===== src/rtl/aftab_daru_assembler.sv =====
// Load-side byte assembler: reads 1/2/4 bytes over a byte-wide port, packs them
// little-endian and sign/zero-extends the result for the register file.
module aftab_daru_assembler #(
  parameter int size = 32
) (
  input  logic              clk,
  input  logic              rst,
  input  logic              startDARU,
  input  logic [size-1:0]   addrIn,
  input  logic [1:0]        nBytes,
  input  logic              signExt,
  input  logic [size/4-1:0] dataIn,
  input  logic              memReady,
  output logic [size-1:0]   addrOut,
  output logic              readMem,
  output logic [size-1:0]   dataOut,
  output logic              completeDARU,
  output logic              loadMisalignedFlag,
  output logic              busy
);

  localparam int BW = size / 4;

  typedef enum logic [1:0] {IDLE, READ, DONE, ERR} state_t;

  state_t            state_q, state_d;
  logic [1:0]        cnt_q, cnt_d;
  logic [size-1:0]   addr_q, addr_d;
  logic [1:0]        nbytes_q, nbytes_d;
  logic              sext_q, sext_d;
  logic [BW-1:0]     byte_q [4];
  logic [BW-1:0]     byte_d [4];
  logic              misaligned;
  logic [1:0]        addr_lo;

  assign misaligned = (nBytes == 2'd2) ||
                      (nBytes == 2'd1 && addrIn[0]) ||
                      (nBytes == 2'd3 && addrIn[1:0] != 2'b00);

  // Lane offset wraps in two bits; legal requests never reach the wrap.
  assign addr_lo = addr_q[1:0] + cnt_q;
  assign addrOut = readMem ? {addr_q[size-1:2], addr_lo} : '0;

  always_comb begin
    state_d            = state_q;
    cnt_d              = cnt_q;
    addr_d             = addr_q;
    nbytes_d           = nbytes_q;
    sext_d             = sext_q;
    byte_d             = byte_q;
    readMem            = 1'b0;
    completeDARU       = 1'b0;
    loadMisalignedFlag = 1'b0;
    busy               = 1'b1;
    case (state_q)
      IDLE: begin
        busy = 1'b0;
        if (startDARU) begin
          if (misaligned) begin
            state_d = ERR;
          end else begin
            state_d  = READ;
            addr_d   = addrIn;
            nbytes_d = nBytes;
            sext_d   = signExt;
            cnt_d    = 2'd0;
            for (int i = 0; i < 4; i++) byte_d[i] = '0;
          end
        end
      end
      READ: begin
        readMem = 1'b1;
        if (memReady) begin
          byte_d[cnt_q] = dataIn;
          if (cnt_q == nbytes_q) state_d = DONE;
          else                   cnt_d   = cnt_q + 2'd1;
        end
      end
      DONE: begin
        completeDARU = 1'b1;
        state_d      = IDLE;
      end
      ERR: begin
        loadMisalignedFlag = 1'b1;
        state_d            = IDLE;
      end
      default: state_d = IDLE;
    endcase
  end

  always_comb begin
    dataOut = '0;
    case (nbytes_q)
      2'd0:    dataOut = {{(size-BW){sext_q & byte_q[0][BW-1]}}, byte_q[0]};
      2'd1:    dataOut = {{(size-2*BW){sext_q & byte_q[1][BW-1]}}, byte_q[1], byte_q[0]};
      default: dataOut = {byte_q[3], byte_q[2], byte_q[1], byte_q[0]};
    endcase
  end

  always_ff @(posedge clk or posedge rst) begin
    if (rst) begin
      state_q  <= IDLE;
      cnt_q    <= 2'd0;
      addr_q   <= '0;
      nbytes_q <= 2'd0;
      sext_q   <= 1'b0;
      for (int i = 0; i < 4; i++) byte_q[i] <= '0;
    end else begin
      state_q  <= state_d;
      cnt_q    <= cnt_d;
      addr_q   <= addr_d;
      nbytes_q <= nbytes_d;
      sext_q   <= sext_d;
      for (int i = 0; i < 4; i++) byte_q[i] <= byte_d[i];
    end
  end

endmodule


===== config.mk =====
export PLATFORM = sky130hd
export DESIGN_NAME = aftab_daru_assembler
export DESIGN_NICKNAME = d
export VERILOG_FILES = /design/src/rtl/aftab_daru_assembler.sv
export SDC_FILE = /design/constraint.sdc
export NUM_CORES = 1
export LEC_CHECK = 0
export CAP_MARGIN = 20
export CORE_ASPECT_RATIO = 1.4
export CORE_MARGIN = 3
export CORE_UTILIZATION = 57
export CTS_BUF_LIST = sky130_fd_sc_hd__clkbuf_16
export CTS_CLUSTER_DIAMETER = 200
export DETAILED_ROUTE_END_ITERATION = 10
export DONT_BUFFER_PORTS = 1
export MAX_ROUTING_LAYER = met4
export PLACE_DENSITY = 0.86
export SYNTH_ARGS = -nofsm -noshare
export SYNTH_HDL_FRONTEND = slang
export SYNTH_SLANG_ARGS = --single-unit

===== constraint.sdc =====
create_clock -name clk -period 2.15 [get_ports clk]
set_input_delay 0.215 -clock clk [delete_from_list [all_inputs] [get_ports clk]]
set_output_delay 0.215 -clock clk [all_outputs]
set_load 0.01 [all_outputs]

==> key figures <==
Outcome
  – Status: finished clean

Route
  – Detailed Route WL: 7490 µm
  – DRC violations left: 0
  – Via density per instance: 6.29
  – Iter 0 DRT Violations: 143
  – Routed length per placed instance: 21.4 µm
  – Vias: 2202
  – DRT Pass-1 Iters: 5
  – Final ANT Viol Nets: 0

Layout
  – Syn-to-layout area delta: 8.97%
  – Fillers: 459
  – Fin cells: 350
  – Ant diodes: 0
  – Register Area: 1780 µm²
  – Most common cell after layout, fill and taps aside: dfrtp_1
  – Final #Nets: 328
  – Fraction of layout cells with a size suffix above 1: 0.243
  – Most frequent cells in the layout: 71 x dfrtp_1, 33 x a22o_1, 33 x and2_1
  – Multi-input gate area: 1560 µm²

Die
  – Die Y: 99.1 µm
  – Die Wd: 72.5 µm
  – Placeable core area: 5950 µm²
  – Starting Density: 0.593
  – Number of I/O pins: 115
  – Row count: 33
  – DIE AREA: 7180 µm²

Run
  – Max Cap Viol: 0

Yosys
  – Synth Flop Type: dfrtp_1
  – Ys async rst share: 1.00
  – Yosys top cell area share: 0.504
  – Seq/Total Area, Yosys: 0.504
  – Synth top area cells: dfrtp_1 50%, mux2_4 13%, a22o_1 8.2%
  – Distinct cells, synth: 33
  – Gate count after technology mapping: 282
  – Synthesized net count: 334
  – Synthesized flop and latch total: 71
  – Avg Inst Size Synth: 12.5 µm²
  – EDFF count, synth: 0
  – Yosys warns: 0
  – Synth Cell Area: 3530 µm²
  – Area leader, netlist: dfrtp_1

Critical path
  – Data arrival time of the worst path: 1720 ps
  – Critical path class: reg2out
  – Reg2reg path depth: 5
  – Worst path required time: 1930 ps
  – Endpoint type of the worst setup path: output port
  – Worst Setup Start Kind: flip-flop
  – Worst Path Max Fanout: 16

STA
  – Slew @ Worst Pin: 642 ps
  – Rel. slew slack: 0.572
  – Fin. Hold Viols: 0
  – Final WS setup: 216 ps
  – RSZ-0062 raised after global routing: false
  – Crit path time final: 1930 ps
  – Final setup violating endpoints: 0
  – Fmax: 517 MHz
  – Fin crit share: 0.900
  – Hold slack: 30.2 ps
  – Setup tns final: 0 ps
  – Clock Skews: 5.77 ps
  – Fin. max-slew vios: 0

Placed design
  – Pre-CTS WS: 283 ps
  – Routability cong.: 0.858
  – HPWL after DPL: 5360 µm
  – Port-buffer cells: 0
  – Placed insts: 334

Clocking
  – Total CTS buffers: 9
  – Clk slew on worst S/H paths: 60 ps
  – Worst skew pair latency: 320 ps
  – Clock root cell: clkbuf_16
  – TritonCTS clock tree: built
  – Clk sinks: 71
  – Clock buffer depth: 2
  – H-tree Lvls: 3

GRT
  – Vias in the first global route: 2341
  – Initial antenna violation count: 0
  – First-pass GRT wire length: 12100 µm
  – Global Route Usage Sum: 0.226
  – Global route overflow: 0
  – Largest net degree at the start of global routing: 33

Pwr
  – Power Total: 6.68 mW
  – Max VDD drop: 0.000877 V
  – Pwr dens: 1740 nW/µm²
  – Leakage: 1.95 nW

Hold path
  – Hold Path Class: in2reg
  – Worst hold stages: 1
## per-layer routing
| metal | up-vias | global-route usage | share of wire |
|---|---|---|---|
| li1 | 985 | - | - |
| met2 | 129 | 0.351 | 0.50 |
| met1 | 1067 | 0.255 | 0.37 |
| met5 | - | - | 0 |
| met4 | 0 | 0.101 | 0.026 |
| met3 | 21 | 0.0929 | 0.098 |
## what timing repair did
item                       4_1_cts  5_1_grt
setup endpoints to repair       16        0
hold buffers                     1        0
hold endpoints to repair        17        0
gates resized for setup          1        0
buffers inserted                 0        0
## synthesized netlist by cell type, types with 8 or more instances
cell and number:
a21o_1 16, a22o_1 33, and2_1 33, buf_4 8, clkbuf_1 11, dfrtp_1 71
mux2_4 30, nand2_1 12, o21ai_0 8
## worst max-delay path, cell delays in order, from the launching register on
cell and delay [ps]:
dfrtp_1 460, mux2i_1 150, nor3b_4 570, a21o_1 210
## where the power goes
group          switching [mW]  total, mW  internal, mW
Combinational            1.42       2.74          1.32
Clock                   0.516       1.51         0.996
Sequential              0.461       2.42          1.96
## flip-flops by register name, summed over array words and instances, names as in the netlist
signal and cells:
cnt_q 2, addr_q 32, nbytes_q 2, sext_q 1, state_q 2, byte_q 32
## cells by family after synthesis
| family | after synthesis | share of synthesized area |
|---|---|---|
| DFF | 71 | 0.504 |
| and+or+nand+nor | 68 | 0.113 |
| AOI/OAI and AO/OA | 67 | 0.151 |
| muxes | 37 | 0.149 |
| buffers and inverters | 30 | 0.0557 |
| adders and majority gates | 5 | 0.0177 |
| xor gates and xnor gates | 4 | 0.00993 |
## layout make-up
| class | count | area share |
|---|---|---|
| flip-flops and latches | 71 | 0.462 |
| multi-input cells | 181 | 0.407 |
| clock buffers | 9 | 0.0586 |
| repair buffers | 10 | 0.0267 |
| well taps | 70 | 0.0228 |
| clock inverters | 6 | 0.0202 |
| inverters | 3 | 0.00293 |
## through the flow
stage	utilization	instance area (µm²)
after global routing	0.646	3840
after global placement	0.593	3520
after floorplan	-	3530
final	0.646	3840
after CTS	0.646	3840
after detailed placement	0.593	3520
## worst paths after layout
kind / start / endpoint / slack [ps]
worst min register to register: byte_q[22]$_DFFE_PP0P_ / byte_q[22]$_DFFE_PP0P_ / 490
worst max-delay path: byte_q[31]$_DFFE_PP0P_ / dataOut[30] / 220
max in group asynchronous: rst / byte_q[1]$_DFFE_PP0P_ / 1090
min in group asynchronous: rst / addr_q[16]$_DFFE_PP0P_ / 330
worst max register to register: state_q[0]$_DFFE_PP0P_ / addr_q[13]$_DFFE_PP0P_ / 300
worst min-delay path: dataIn[6] / byte_q[22]$_DFFE_PP0P_ / 30
No activity file was read; power rests on OpenSTA's default activity.
